===== src/rtl/axi_read_arbiter.sv =====
// Round-robin arbiter sharing one AXI read channel between the icache (0) and dcache (1).
// One complete burst is in flight at a time; R beats are steered back to the granted requester.
module axi_read_arbiter #(
    parameter int ID_WIDTH   = 13,
    parameter int ADDR_WIDTH = 64,
    parameter int DATA_WIDTH = 64,
    parameter int ID_BASE    = 0
) (
    input  logic                       clk,
    input  logic                       reset,
    input  logic [1:0]                 req_arvalid,
    input  logic [1:0][ADDR_WIDTH-1:0] req_araddr,
    input  logic [1:0][7:0]            req_arlen,
    input  logic [1:0][1:0]            req_arburst,
    output logic [1:0]                 req_arready,
    output logic [1:0]                 req_rvalid,
    input  logic [1:0]                 req_rready,
    output logic [DATA_WIDTH-1:0]      req_rdata,
    output logic [1:0]                 req_rresp,
    output logic                       req_rlast,
    output logic [ID_WIDTH-1:0]        m_axi_arid,
    output logic [ADDR_WIDTH-1:0]      m_axi_araddr,
    output logic [7:0]                 m_axi_arlen,
    output logic [2:0]                 m_axi_arsize,
    output logic [1:0]                 m_axi_arburst,
    output logic                       m_axi_arlock,
    output logic [3:0]                 m_axi_arcache,
    output logic [2:0]                 m_axi_arprot,
    output logic                       m_axi_arvalid,
    input  logic                       m_axi_arready,
    input  logic [ID_WIDTH-1:0]        m_axi_rid,
    input  logic [DATA_WIDTH-1:0]      m_axi_rdata,
    input  logic [1:0]                 m_axi_rresp,
    input  logic                       m_axi_rlast,
    input  logic                       m_axi_rvalid,
    output logic                       m_axi_rready,
    output logic                       busy
);

    typedef enum logic [1:0] {IDLE, ADDR, DATA} state_t;

    state_t                  state_q, state_d;
    logic                    grant_q, grant_d;
    logic                    last_grant_q, last_grant_d;
    logic [7:0]              beat_cnt_q, beat_cnt_d;
    logic [ADDR_WIDTH-1:0]   araddr_q, araddr_d;
    logic [7:0]              arlen_q, arlen_d;
    logic [1:0]              arburst_q, arburst_d;
    logic [ID_WIDTH-1:0]     arid_q, arid_d;
    logic                    winner;

    always_ff @(posedge clk) begin
        if (reset) begin
            state_q      <= IDLE;
            grant_q      <= 1'b0;
            last_grant_q <= 1'b1;
            beat_cnt_q   <= 8'd0;
            araddr_q     <= '0;
            arlen_q      <= 8'd0;
            arburst_q    <= 2'd0;
            arid_q       <= '0;
        end else begin
            state_q      <= state_d;
            grant_q      <= grant_d;
            last_grant_q <= last_grant_d;
            beat_cnt_q   <= beat_cnt_d;
            araddr_q     <= araddr_d;
            arlen_q      <= arlen_d;
            arburst_q    <= arburst_d;
            arid_q       <= arid_d;
        end
    end

    // With both requesting, the one not served last wins; otherwise the sole requester.
    assign winner = (req_arvalid == 2'b11) ? ~last_grant_q : req_arvalid[1];

    always_comb begin
        state_d       = state_q;
        grant_d       = grant_q;
        last_grant_d  = last_grant_q;
        beat_cnt_d    = beat_cnt_q;
        araddr_d      = araddr_q;
        arlen_d       = arlen_q;
        arburst_d     = arburst_q;
        arid_d        = arid_q;
        req_arready   = 2'b00;
        req_rvalid    = 2'b00;
        req_rdata     = '0;
        req_rresp     = 2'd0;
        req_rlast     = 1'b0;
        m_axi_arvalid = 1'b0;
        m_axi_rready  = 1'b0;

        case (state_q)
            IDLE: begin
                if (|req_arvalid) begin
                    araddr_d     = req_araddr[winner];
                    arlen_d      = req_arlen[winner];
                    arburst_d    = req_arburst[winner];
                    arid_d       = ID_WIDTH'(ID_BASE) + ID_WIDTH'(winner);
                    grant_d      = winner;
                    last_grant_d = winner;
                    state_d      = ADDR;
                end
            end
            ADDR: begin
                m_axi_arvalid = 1'b1;
                if (m_axi_arready) begin
                    req_arready[grant_q] = 1'b1;
                    beat_cnt_d           = 8'd0;
                    state_d              = DATA;
                end
            end
            DATA: begin
                m_axi_rready        = req_rready[grant_q];
                req_rvalid[grant_q] = m_axi_rvalid;
                req_rdata           = m_axi_rdata;
                req_rresp           = m_axi_rresp;
                req_rlast           = m_axi_rlast;
                if (m_axi_rvalid && req_rready[grant_q]) begin
                    beat_cnt_d = beat_cnt_q + 8'd1;
                    if (m_axi_rlast) begin
                        state_d = IDLE;
                    end
                end
            end
            default: state_d = IDLE;
        endcase
    end

    assign m_axi_arid    = arid_q;
    assign m_axi_araddr  = araddr_q;
    assign m_axi_arlen   = arlen_q;
    assign m_axi_arburst = arburst_q;
    assign m_axi_arsize  = 3'd3;
    assign m_axi_arlock  = 1'b0;
    assign m_axi_arcache = 4'd0;
    assign m_axi_arprot  = 3'd0;
    assign busy          = (state_q != IDLE);

    // Protocol sanity checks on the returning R stream; ignored by synthesis.
    always_ff @(posedge clk) begin
        if (!reset) begin
            if (state_q == DATA && m_axi_rvalid) begin
                assert (m_axi_rid == arid_q)
                    else $error("rid %0d does not match granted id %0d", m_axi_rid, arid_q);
            end
            if (state_q == DATA && m_axi_rvalid && m_axi_rready && m_axi_rlast) begin
                assert (beat_cnt_q == arlen_q)
                    else $error("rlast on beat %0d, arlen %0d", beat_cnt_q, arlen_q);
            end
            assert (!(state_q != DATA && m_axi_rvalid))
                else $error("rvalid outside a data phase");
        end
    end

endmodule


===== config.mk =====
export PLATFORM = sky130hd
export DESIGN_NAME = axi_read_arbiter
export DESIGN_NICKNAME = d
export VERILOG_FILES = /design/src/rtl/axi_read_arbiter.sv
export SDC_FILE = /design/constraint.sdc
export NUM_CORES = 1
export LEC_CHECK = 0
export CAP_MARGIN = 20
export CORE_AREA = 8 8 150 152
export CTS_CLUSTER_DIAMETER = 80
export CTS_CLUSTER_SIZE = 20
export DETAILED_ROUTE_END_ITERATION = 16
export DIE_AREA = 0 0 158 160
export MAX_ROUTING_LAYER = met4
export PLACE_DENSITY = 0.69
export SYNTH_ARGS = -nofsm -noshare
export SYNTH_HDL_FRONTEND = slang
export SYNTH_SLANG_ARGS = --single-unit

===== constraint.sdc =====
create_clock -name clk -period 3.3 [get_ports clk]
set_input_delay 0.66 -clock clk [delete_from_list [all_inputs] [get_ports clk]]
set_output_delay 0.66 -clock clk [all_outputs]
set_load 0.1 [all_outputs]

Yosys cells after proc, flatten, opt, wreduce, memory -nomap -nowiden
Cells that the tools add are included.

cells by class
  $lt $le $gt $ge = 3
  eq/ne operators = 7
  mux-type cells = 24
  bitwise logic cells = 2
  reduce and logical (&&, ||, !) cells = 7

operators by type and width
  kind                                                number
  two-way mux 64 bit                                  3
  two-way mux 2 bit                                   10
  two-way mux 8 bit                                   2
  != test 2 bit, second input constant                4
  two-way mux 1 bit                                   7
  case mux 2 bit (3 select lines)                     1
  == test 2 bit, second input constant                2
  < comparator 1 x 2 -> 1 bit, second input constant  2
  AND reduction 4 bit                                 1
  AND 2 bit                                           1
  == test 2 x 1 -> 1 bit, second input constant       1
  logical AND 1 bit                                   2
  logical NOT 2 bit                                   1
  AND reduction 2 bit                                 1
  nonzero test 2 bit                                  1
  OR reduction 2 bit                                  1
  demux 1 bit (select 1 bit)                          1
  >= comparator 1 bit, second input constant          1
  inverter 1 bit                                      1

word-level totals
  flip-flop bits (word level) = 78
  input port bits = 236
  output and inout bits = 172

Depth between registers and ports, before layout
  depth in word-level cells = 6
  depth in mapped cells = 6
  mapped depth without buffers = 4

Least setup slack after synthesis
No wires, ideal clock.

  path type = register to output
  from = register state_q[0]
  to = output port req_arready[0]
  arrival = 3332 ps
  data required time = 2640 ps
  setup slack = -692 ps
  cell stages (with the launch flop) = 4
  buffers on the path = 0
  cell sequence = dfxtp_1 > nor2b_1 > nand2_1 > nor2_1

on the way
  longest elaborated chain between the ends = 2

RTL lines
  what                      line  text
  start: declaration        42    state_t state_q, state_d;
  start signal: assignment  63    state_q <= state_d;
  == test 2 x 1 -> 1 bit    94    case (state_q)
  two-way mux 2 bit         94
  end: declaration          15    output logic [1:0] req_arready,

Every way passes these cells.

Worst setup path after layout
  from = register state_q[1]
  to = output port req_rvalid[0]

on the way
  longest elaborated chain between the ends = 2

RTL lines
  what               line  text
  == test 2 bit      94
  two-way mux 2 bit  94
  end: declaration   16    output logic [1:0] req_rvalid,

Every way passes these cells.

==> results.ini <==
[clocking]
cts-buffers-inserted = 9
htreeDepth = 3
clkSlewWorstSetupHoldPaths_ns = 0.06
cts_num_sinks = 78
postCtsSetupBuffers = 0
cts.repair.resized = 0
worst_skew_pair.late_latency_ns = 0.34
holdBufCountCts = 0
cts_tree = built
cts_buffer_depth = 2
root_buffer = clkbuf_16

[cells_and_area]
multi_input_area_sq_mm = 0.00240
area_growth_pct = 106
nNetsFinal = 1118
final_util_pct = 44.5
drive_above_1_share_pct = 22.7
final-seq-area_sq_mm = 0.00156
diodes = 0
fill_cells = 1956

[drt]
num_vias = 5322
avgViaCountPerCell = 4.60
first_pass_iters = 5
drc = 0
drt-total-wl_microns = 23500
drtIter0Drc = 323
ant_nets = 0
drt-wirelength-per-cell_microns = 20.3

[power_and_ir_drop]
p_leak_nw = 3.60
internal-power_w = 0.00246
power_switching_w = 0.00215
p_seq_share_pct = 24.5
power.share.clock_pct = 25.4
power_frac_comb_pct = 50.1
powerDensity_mw_per_mm2 = 517
sw_frac_of_total_pct = 46.7
ir_worst_vdd_uv = 294

[sta]
period_needed_ns = 2.63
fmax_ghz = 0.381
finalHoldViolCount = 0
rsz0062_at_grt = no
tightestPinTransition_ns = 1.05
clock_skew_ns = 0.00841
drv_slew = 0
setup_violations = 0
period_share_pct = 79.6
relSlewSlack_pct = 30.2
fin_tns_setup_ns = 0

[synthesis]
yosysSeqAreaShare_pct = 36.0
synth_top_area_share_pct = 36.0
synth_area_sq_mm = 0.00434
syn_inst = 553
yosys-top-cells-area = dfxtp_1, nand2_1, a311oi_1, and2_1, a21oi_1
yosysWarnings = 0
avgSynthCellArea_sq_um = 7.84
synth_largest_area_cell = dfxtp_1
synth.distinct_cells = 26
ys_ff_latch = 78

[placement]
portBuffers = 371
hpwl_microns = 17400
place_congestion = 0.853

[min_path]
hold_path.class = reg2reg

[floorplan]
fp-row-count = 52
die_area_sq_mm = 0.0253
dieHeight_microns = 160
dieWidth_microns = 158
start_util_pct = 21.6
core_sq_mm = 0.0200
ios = 408

[global_routing]
grt_antenna_before_repair = 0
use_met2_pct = 30.8
grt_use_total_pct = 17.7
grt_pass1_vias = 5269
overflow = 0
grtUsageMet1_pct = 19.0
top_usage_layer = met2
grt_pass1_wl_microns = 33200
met3_usage_pct = 5.05
grt_max_degree = 79

[worst_setup_path]
crit_type = reg2out
crit_path_max_incr_delay_ns = 0.48
path_max_fanout = 47
start_kind = register
crit_path_end_kind = output port
cpMostUsedCell = buf_12
required_ns = 2.64
crit_family = simple AND/OR/NAND/NOR gates
critPathSlowestCell = nor2b_4
crit_arrival_ns = 1.97
crit_chain = nor2b_4, buf_12, nand2_1, nor2_1, buf_12
worstPathBufferInverterCount = 2

[status]
status = complete, no violations

[flow_run]
cap_violations = 0

==> power groups by stage <==
stage               Combinational [W]  Sequential (W)  Clock, W
floorplan                    0.000794         0.00198         0
global placement              0.00231         0.00115         0
detailed placement            0.00232         0.00115         0
CTS                           0.00232         0.00113   0.00121
global route                  0.00239         0.00115   0.00124
finish                        0.00231         0.00113   0.00117
==> per-layer routing <==
metal | vias to the layer above | part of all wire [%]
li1 | 2532 | -
met2 | 263 | 51
met4 | 0 | 2.8
met1 | 2506 | 38
met5 | - | 0
met3 | 21 | 8.6
==> tightest hold or removal path: stages, from the launching register on <==
cell and delay [ns]:
dfxtp_1 0.31, a21oi_1 0.11, a311oi_1 0.06
==> flip-flops by register name, summed over array words and instances, names as in the netlist <==
name,cells
last_grant_q,1
m_axi_araddr,64
m_axi_arburst,2
m_axi_arid,1
m_axi_arlen,8
state_q,2
==> layout by cell type, fill, tap and decap left out, drive strengths merged <==
| master | n |
|---|---|
| and2 | 67 |
| a21oi | 77 |
| nand2b | 1 |
| o21ai | 2 |
| or2 | 1 |
| and3 | 2 |
| a21boi | 1 |
| bufinv | 3 |
| inv | 1 |
| clkbuf | 10 |
| buf | 157 |
| nor2 | 5 |
| clkinv | 1 |
| clkdlybuf4s50 | 221 |
| clkinvlp | 2 |
| dfxtp | 78 |
| nor2b | 4 |
| a21bo | 1 |
| mux2i | 1 |
| conb | 23 |
| nand2 | 154 |
| a311oi | 74 |
| a221o | 1 |
==> metrics by stage <==
| step | total power [W] | std cells | hold slack, ns | instance area [sq um] | setup slack (ns) |
|---|---|---|---|---|---|
| 6_report | 0.00462 | 1157 | 0.518 | 8920 | 0.673 |
| 3_5_place_dp | 0.00347 | 1141 | 0.513 | 8580 | 0.819 |
| 3_3_place_gp | 0.00346 | 1141 | 0.502 | 8580 | 0.869 |
| 5_1_grt | 0.00478 | 1157 | 0.542 | 8920 | 0.524 |
| 2_1_floorplan | 0.00277 | 574 | 0.527 | 4420 | 0.346 |
| 4_1_cts | 0.00467 | 1157 | 0.519 | 8920 | 0.636 |
==> synth_stat cells, drive strengths merged <==
library cell	count
nor2	5
a21oi	77
nand2	154
and3	2
conb	2
a221o	1
or2	1
dfxtp	78
buf	62
a21boi	1
inv	1
o21ai	2
nand2b	1
a311oi	74
a21bo	1
and2	67
nor2b	4
clkbuf	19
mux2i	1
==> cell families after synthesis <==
group / synth area share [%]
mux: 0.231
buf+inv: 11.2
other cells: 0.173
simple gates: 24.8
flops: 36.0
compound gates: 27.7
==> layout make-up <==
class	instances	area share, %
multi-input cells	414	26.9
inverters	1	0.0421
clock inverters	6	1.23
clock buffers	10	2.57
well taps	270	3.79
flip-flops and latches	78	17.5
repair buffers	378	48.0
==> path summary, 6_finish.rpt <==
path,start,to,slack [ns],depth (start not counted)
worst max-delay path,state_q[1],req_rvalid[0],0.67,5
worst min-delay path,m_axi_araddr[18],m_axi_araddr[18],0.52,2
worst min register to register,m_axi_araddr[18],m_axi_araddr[18],0.52,2
worst max register to register,last_grant_q,m_axi_araddr[12],1.69,4
Note: power is estimated with default switching activity, not from simulation.
